### src/rtl/csr_regfile.sv
// Machine-mode CSR file: mstatus, mtvec, mscratch, mepc, mcause, mtval.
// Define CSR_COUNTER_EN to add the 64-bit mcycle/minstret counters.
`ifndef XLEN
`define XLEN 32
`endif

module csr_regfile (
  input  logic             clk_i,
  input  logic             rst_n_i,
  input  logic [11:0]      csr_raddr_i,
  output logic [`XLEN-1:0] csr_rdata_o,
  output logic             csr_illegal_o,
  input  logic             csr_we_i,
  input  logic [11:0]      csr_waddr_i,
  input  logic [`XLEN-1:0] csr_wdata_i,
  input  logic             trap_i,
  input  logic [`XLEN-1:0] trap_pc_i,
  input  logic [`XLEN-1:0] trap_cause_i,
  input  logic [`XLEN-1:0] trap_val_i,
  input  logic             mret_i,
  input  logic             instret_i,
  output logic [`XLEN-1:0] mtvec_o,
  output logic [`XLEN-1:0] mepc_o,
  output logic             mie_o
);
  localparam int XL = `XLEN;
  localparam logic [11:0] A_MSTATUS  = 12'h300;
  localparam logic [11:0] A_MTVEC    = 12'h305;
  localparam logic [11:0] A_MSCRATCH = 12'h340;
  localparam logic [11:0] A_MEPC     = 12'h341;
  localparam logic [11:0] A_MCAUSE   = 12'h342;
  localparam logic [11:0] A_MTVAL    = 12'h343;

  logic          mie_q, mie_d;
  logic          mpie_q, mpie_d;
  logic [XL-1:2] mtvec_q, mtvec_d;
  logic [XL-1:2] mepc_q, mepc_d;
  logic [XL-1:0] mscratch_q, mscratch_d;
  logic [XL-1:0] mcause_q, mcause_d;
  logic [XL-1:0] mtval_q, mtval_d;
  logic [XL-1:0] mstatus_rd;
  logic [1:0]    unused_pc_lo;

  assign unused_pc_lo = trap_pc_i[1:0];

  always_comb begin
    mie_d      = mie_q;
    mpie_d     = mpie_q;
    mtvec_d    = mtvec_q;
    mepc_d     = mepc_q;
    mscratch_d = mscratch_q;
    mcause_d   = mcause_q;
    mtval_d    = mtval_q;
    if (csr_we_i) begin
      case (csr_waddr_i)
        A_MSTATUS: begin
          mie_d  = csr_wdata_i[3];
          mpie_d = csr_wdata_i[7];
        end
        A_MTVEC:    mtvec_d    = csr_wdata_i[XL-1:2];
        A_MSCRATCH: mscratch_d = csr_wdata_i;
        A_MEPC:     mepc_d     = csr_wdata_i[XL-1:2];
        A_MCAUSE:   mcause_d   = csr_wdata_i;
        A_MTVAL:    mtval_d    = csr_wdata_i;
        default: ;
      endcase
    end
    // Trap/mret assignments come last so they override CSR writes
    if (trap_i) begin
      mepc_d   = trap_pc_i[XL-1:2];
      mcause_d = trap_cause_i;
      mtval_d  = trap_val_i;
      mpie_d   = mie_q;
      mie_d    = 1'b0;
    end else if (mret_i) begin
      mie_d  = mpie_q;
      mpie_d = 1'b1;
    end
  end

  always_ff @(posedge clk_i or negedge rst_n_i) begin
    if (!rst_n_i) begin
      mie_q      <= 1'b0;
      mpie_q     <= 1'b0;
      mtvec_q    <= '0;
      mepc_q     <= '0;
      mscratch_q <= '0;
      mcause_q   <= '0;
      mtval_q    <= '0;
    end else begin
      mie_q      <= mie_d;
      mpie_q     <= mpie_d;
      mtvec_q    <= mtvec_d;
      mepc_q     <= mepc_d;
      mscratch_q <= mscratch_d;
      mcause_q   <= mcause_d;
      mtval_q    <= mtval_d;
    end
  end

`ifdef CSR_COUNTER_EN
  localparam int CW = 2 * XL;
  logic [CW-1:0] mcycle_q, mcycle_d;
  logic [CW-1:0] minstret_q, minstret_d;

  always_comb begin
    mcycle_d   = mcycle_q + CW'(1);
    minstret_d = instret_i ? minstret_q + CW'(1) : minstret_q;
    if (csr_we_i) begin
      case (csr_waddr_i)
        12'hB00: mcycle_d   = {mcycle_q[CW-1:XL], csr_wdata_i};
        12'hB80: mcycle_d   = {csr_wdata_i, mcycle_q[XL-1:0]};
        12'hB02: minstret_d = {minstret_q[CW-1:XL], csr_wdata_i};
        12'hB82: minstret_d = {csr_wdata_i, minstret_q[XL-1:0]};
        default: ;
      endcase
    end
  end

  always_ff @(posedge clk_i or negedge rst_n_i) begin
    if (!rst_n_i) begin
      mcycle_q   <= '0;
      minstret_q <= '0;
    end else begin
      mcycle_q   <= mcycle_d;
      minstret_q <= minstret_d;
    end
  end
`else
  logic unused_instret;
  assign unused_instret = instret_i;
`endif

  always_comb begin
    mstatus_rd        = '0;
    mstatus_rd[12:11] = 2'b11;
    mstatus_rd[7]     = mpie_q;
    mstatus_rd[3]     = mie_q;
  end

  always_comb begin
    csr_rdata_o   = '0;
    csr_illegal_o = 1'b0;
    case (csr_raddr_i)
      A_MSTATUS:  csr_rdata_o = mstatus_rd;
      A_MTVEC:    csr_rdata_o = {mtvec_q, 2'b00};
      A_MSCRATCH: csr_rdata_o = mscratch_q;
      A_MEPC:     csr_rdata_o = {mepc_q, 2'b00};
      A_MCAUSE:   csr_rdata_o = mcause_q;
      A_MTVAL:    csr_rdata_o = mtval_q;
`ifdef CSR_COUNTER_EN
      12'hB00: csr_rdata_o = mcycle_q[XL-1:0];
      12'hB80: csr_rdata_o = mcycle_q[CW-1:XL];
      12'hB02: csr_rdata_o = minstret_q[XL-1:0];
      12'hB82: csr_rdata_o = minstret_q[CW-1:XL];
`endif
      default: csr_illegal_o = 1'b1;
    endcase
  end

  assign mtvec_o = {mtvec_q, 2'b00};
  assign mepc_o  = {mepc_q, 2'b00};
  assign mie_o   = mie_q;

endmodule

### config.mk
export PLATFORM = sky130hd
export DESIGN_NAME = csr_regfile
export DESIGN_NICKNAME = d
export VERILOG_FILES = /design/src/rtl/csr_regfile.sv
export SDC_FILE = /design/constraint.sdc
export NUM_CORES = 1
export LEC_CHECK = 0
export BUFFER_PORTS_ARGS = -buffer_cell sky130_fd_sc_hd__buf_2
export CORE_AREA = 2 2 141 115
export DETAILED_ROUTE_END_ITERATION = 6
export DIE_AREA = 0 0 143 117
export PLACE_DENSITY = 0.84
export SETUP_SLACK_MARGIN = 0.2
export SLEW_MARGIN = 20
export SYNTH_ARGS = -nofsm -noshare
export SYNTH_HDL_FRONTEND = slang
export SYNTH_SLANG_ARGS = --single-unit
### constraint.sdc
create_clock -name clk_i -period 3.9 [get_ports clk_i]
set_input_delay 0.78 -clock clk_i [delete_from_list [all_inputs] [get_ports clk_i]]
set_output_delay 0.78 -clock clk_i [all_outputs]
set_load 0.05 [all_outputs]
Yosys cells after proc, flatten, opt, wreduce, memory -nomap -nowiden
Cells that the tools add are included.
{"block": "word_totals", "ff_bits": 158, "out_inout_bits": 98, "word_cells": 51}
{"block": "classes", "n_eq_ne": 12, "muxes": 19, "n_reduce_logical": 13}
{"cell": "32-bit 2-to-1 mux", "n": 6}
{"cell": "32-bit one-hot mux with 6 select lines", "n": 1}
{"cell": "12-bit by 10-bit == test with 1-bit output (second input constant)", "n": 12}
{"cell": "30-bit 2-to-1 mux", "n": 3}
{"cell": "2-bit AND reduction", "n": 6}
{"cell": "1-bit 2-to-1 mux", "n": 9}
{"cell": "2-bit nonzero test", "n": 4}
{"cell": "3-bit nonzero test", "n": 2}
{"cell": "6-bit OR reduction", "n": 1}

Logic depth before layout (Yosys ltp)
{"block": "logic_depth", "depth_word": 5, "ltp_mapped": 6, "ltp_nobuf": 4}

Least setup slack after synthesis
No wires, ideal clock.
{"block": "synth_timing", "path_kind": "input-to-output", "from": "input port csr_raddr_i[3]", "to": "output port csr_rdata_o[11]", "t_arrival_ns": 3.114, "required_time_ns": 3.120, "path_slack_ns": 0.006, "stages": 5, "n_path_buf": 2, "path_cell_list": "or4_1 > or2_1 > clkbuf_1 > clkbuf_1 > o32ai_1"}
{"block": "synth_between", "elab_chain_cells": 2, "elab_cells_between_ends": 7, "cone_classes": "eq/ne: 6; mux: 1"}
{"item": "start: declaration", "line_no": "10", "rtl": "input logic [11:0] csr_raddr_i,"}
{"item": "12-bit by 10-bit == test with 1-bit output", "line_no": "144", "rtl": "case (csr_raddr_i)"}
{"item": "32-bit one-hot mux with 6 select lines (*)", "line_no": "144"}
{"item": "end: declaration", "line_no": "11", "rtl": "output logic [`XLEN-1:0] csr_rdata_o,"}
Every way passes the cells marked *; elsewhere a longest branch is shown, timed or not.

Worst setup path after layout
{"block": "layout_timing", "from": "input port csr_raddr_i[3]", "to": "output port csr_rdata_o[27]"}
The elaborated chain is that of the path after synthesis.

==> impl_metrics.env <==
export IMPL_start_util=0.535
export IMPL_reg2reg_setup_slack_ns=2.85
export IMPL_ys_warn_count=0
export IMPL_drc=0
export IMPL_drive_above_1_share=0.440
export IMPL_start_kind="input port"
export IMPL_synthTopCellsByCount="dfrtp_1 (158), a221o_1 (117), mux2_2 (98)"
export IMPL_clock_path_buffers=2
export IMPL_yosysSeqAreaShare=0.478
export IMPL_synth_compound_area_share=0.185
export IMPL_p_leak_nw=4.90
export IMPL_synthArstFlopShare=1.00
export IMPL_ff_latch_area_mm2=0.00395
export IMPL_die_area_mm2=0.0167
export IMPL_synth_area_mm2=0.00826
export IMPL_post_route_min_period_ns=3.52
export IMPL_fmax_mhz=284
export IMPL_grt_pass1_wl_mm=37.5
export IMPL_power_density_mw_per_mm2=395
export IMPL_cts_resized=0
export IMPL_hp_class="in -> async"
export IMPL_vdd_ir_drop_max_mv=0.368
export IMPL_ant_nets=0
export IMPL_grt_max_degree=81
export IMPL_core_mm2=0.0154
export IMPL_hold_viol=0
export IMPL_layout_nets=1068
export IMPL_post_route_util=0.667
export IMPL_grt_total_usage=0.294
export IMPL_skew_ns=0.00874
export IMPL_viasPerCell=6.27
export IMPL_synth_edf_count=0
export IMPL_cts_sinks=158
export IMPL_worst_skew_pair_late_latency_ns=0.42
export IMPL_antenna_found_initial=3
export IMPL_synthXorXnorAreaFrac=0
export IMPL_dr_first_iter_drc_count=551
export IMPL_final_area_mm2=0.0103
export IMPL_fp_dieW_um=143
export IMPL_globalplace_congestion=0.840
export IMPL_syn_instance_count=696
export IMPL_crit_fanout=30
export IMPL_rsz0062_at_grt="false"
export IMPL_synth_ff_type="dfrtp_1"
export IMPL_clkTransAtPathRegs_ns=0.06
export IMPL_htree_levels=4
export IMPL_crit_required_ns=3.12
export IMPL_timing_rr_start="mcause_q[31]"
export IMPL_gr_total_overflow=0
export IMPL_fill_cells=1204
export IMPL_maxSlewViolCount=0
export IMPL_finalWirelength_mm=24.5
export IMPL_slew_headroom=0.534
export IMPL_worstMarginPinSlew_ns=0.700
export IMPL_drtPass1Iterations=5
export IMPL_grt_pass1_vias=6951
export IMPL_detailed_place_area_mm2=0.00972
export IMPL_holdBufCountCts=0
export IMPL_ys_seq_elements=158
export IMPL_cts_tree="built"
export IMPL_worst_r2r_endpoint="mcause_q[31]"
export IMPL_portBuffers=248
export IMPL_synthMuxAreaShare=0.137
export IMPL_synthMostInstantiatedCell="dfrtp_1"
export IMPL_maxCapViolCount=0
export IMPL_multi_input_area_mm2=0.00401
export IMPL_rr_worst_depth=2
export IMPL_synthSimpleGateAreaFrac=0.157
export IMPL_wire_per_inst_um=21.5
export IMPL_root_buffer="clkbuf_16"
export IMPL_syn_area_per_cell_um2=11.9
export IMPL_std_cell_rows=41
export IMPL_outcome="finished, final reports clean"
export IMPL_die_h_um=117
export IMPL_crit_arrival_ns=2.74
export IMPL_yosysTopAreaCell="dfrtp_1"
export IMPL_hpwl_mm=16.2
export IMPL_vias=7153
export IMPL_tns_ns=0
export IMPL_numCtsBuffers=17
export IMPL_timing_final_crit_share=0.903
export IMPL_setup_viol=0
export IMPL_synth_distinct_cells=38
export IMPL_synthAdderAreaFrac=0
export IMPL_io_pin_count=256
export IMPL_area_growth_pct=24.7
export IMPL_ys_top_cells_by_area="dfrtp_1 (48%), a221o_1 (14%), mux2_2 (13%)"
export IMPL_synth_top_family_by_area="compound AO/OA/AOI/OAI gates"
export IMPL_end_kind="output port"
export IMPL_path_class="in -> out"
export IMPL_yosysTopAreaCellShare=0.478
export IMPL_cts_setup_buffers=0
## through the flow
step | hold slack (ns) | instances | power (mW) | worst slack [ns]
finish | 0.370 | 1140 | 4.07 | 0.377
CTS | 0.403 | 1137 | 4.09 | 0.387
global route | 0.405 | 1139 | 4.24 | 0.280
detailed placement | 0.492 | 1106 | 2.43 | 0.405
floorplan | 0.474 | 699 | 2.20 | 0.00577
global placement | 0.487 | 1106 | 2.42 | 0.411
## routing by layer
| layer | up-vias | GRT usage | wire (um) |
|---|---|---|---|
| met5 | - | 0 | 11 |
| met1 | 3545 | 0.383 | 10000 |
| li1 | 3179 | - | - |
| met4 | 2 | 0.122 | 682 |
| met2 | 369 | 0.470 | 11200 |
| met3 | 58 | 0.0797 | 2480 |
## cells by family (layout without fill, tap and decap cells)
| family | after synthesis | after routing |
|---|---|---|
| AOI/OAI and AO/OA | 167 | 167 |
| buffers and inverters | 77 | 300 |
| DFF | 158 | 158 |
| muxes | 101 | 101 |
| other | 1 | 7 |
| and+or+nand+nor | 192 | 192 |
## sequential cells by signal, summed over array words and instances, names as in the netlist
| register | count |
|---|---|
| mcause_q | 32 |
| mepc_q | 30 |
| mie_o | 1 |
| mpie_q | 1 |
| mscratch_q | 32 |
| mtval_q | 32 |
| mtvec_q | 30 |
## worst max-delay path by stage
stage,depth (start not counted),endpoint,start,slack (ns)
detailed placement,7,csr_rdata_o[14],csr_raddr_i[3],0.40
floorplan,5,csr_rdata_o[11],csr_raddr_i[3],0.006
finish,7,csr_rdata_o[27],csr_raddr_i[3],0.38
global placement,7,csr_rdata_o[10],csr_raddr_i[3],0.41
CTS,7,csr_rdata_o[27],csr_raddr_i[3],0.39
global route,7,csr_rdata_o[27],csr_raddr_i[3],0.28
## worst max-delay path, cell delays in order
cell and delay [ns]:
buf_2 0.09, or4_1 0.59, or2_1 0.29, buf_4 0.30, nor3_1 0.27, a221o_1 0.16
buf_2 0.26
## placed cells by master, fill, tap and decap left out, types with 13 or more instances in the layout
cell       instances
mux2_2            98
nor2_1            13
a221o_1          117
buf_4             15
nor3_1            28
nor2b_1           35
buf_2            246
clkbuf_16         17
a22oi_1           32
dfrtp_1          158
nor3b_1           91
## where the power goes
part / internal (mW) / total, mW / switching, mW
clock network: 1.00 / 1.67 / 0.665
registers: 1.73 / 1.78 / 0.0531
logic: 0.266 / 0.624 / 0.359
## cell type report
cell class | count | area share
multi-input combinational | 464 | 0.389
tap | 215 | 0.0261
clock buffer | 20 | 0.0424
antenna | 3 | 0.000729
clock inverter | 11 | 0.0138
timing repair buffer | 269 | 0.144
sequential | 158 | 0.384
Note: power is estimated with default switching activity, not from simulation.
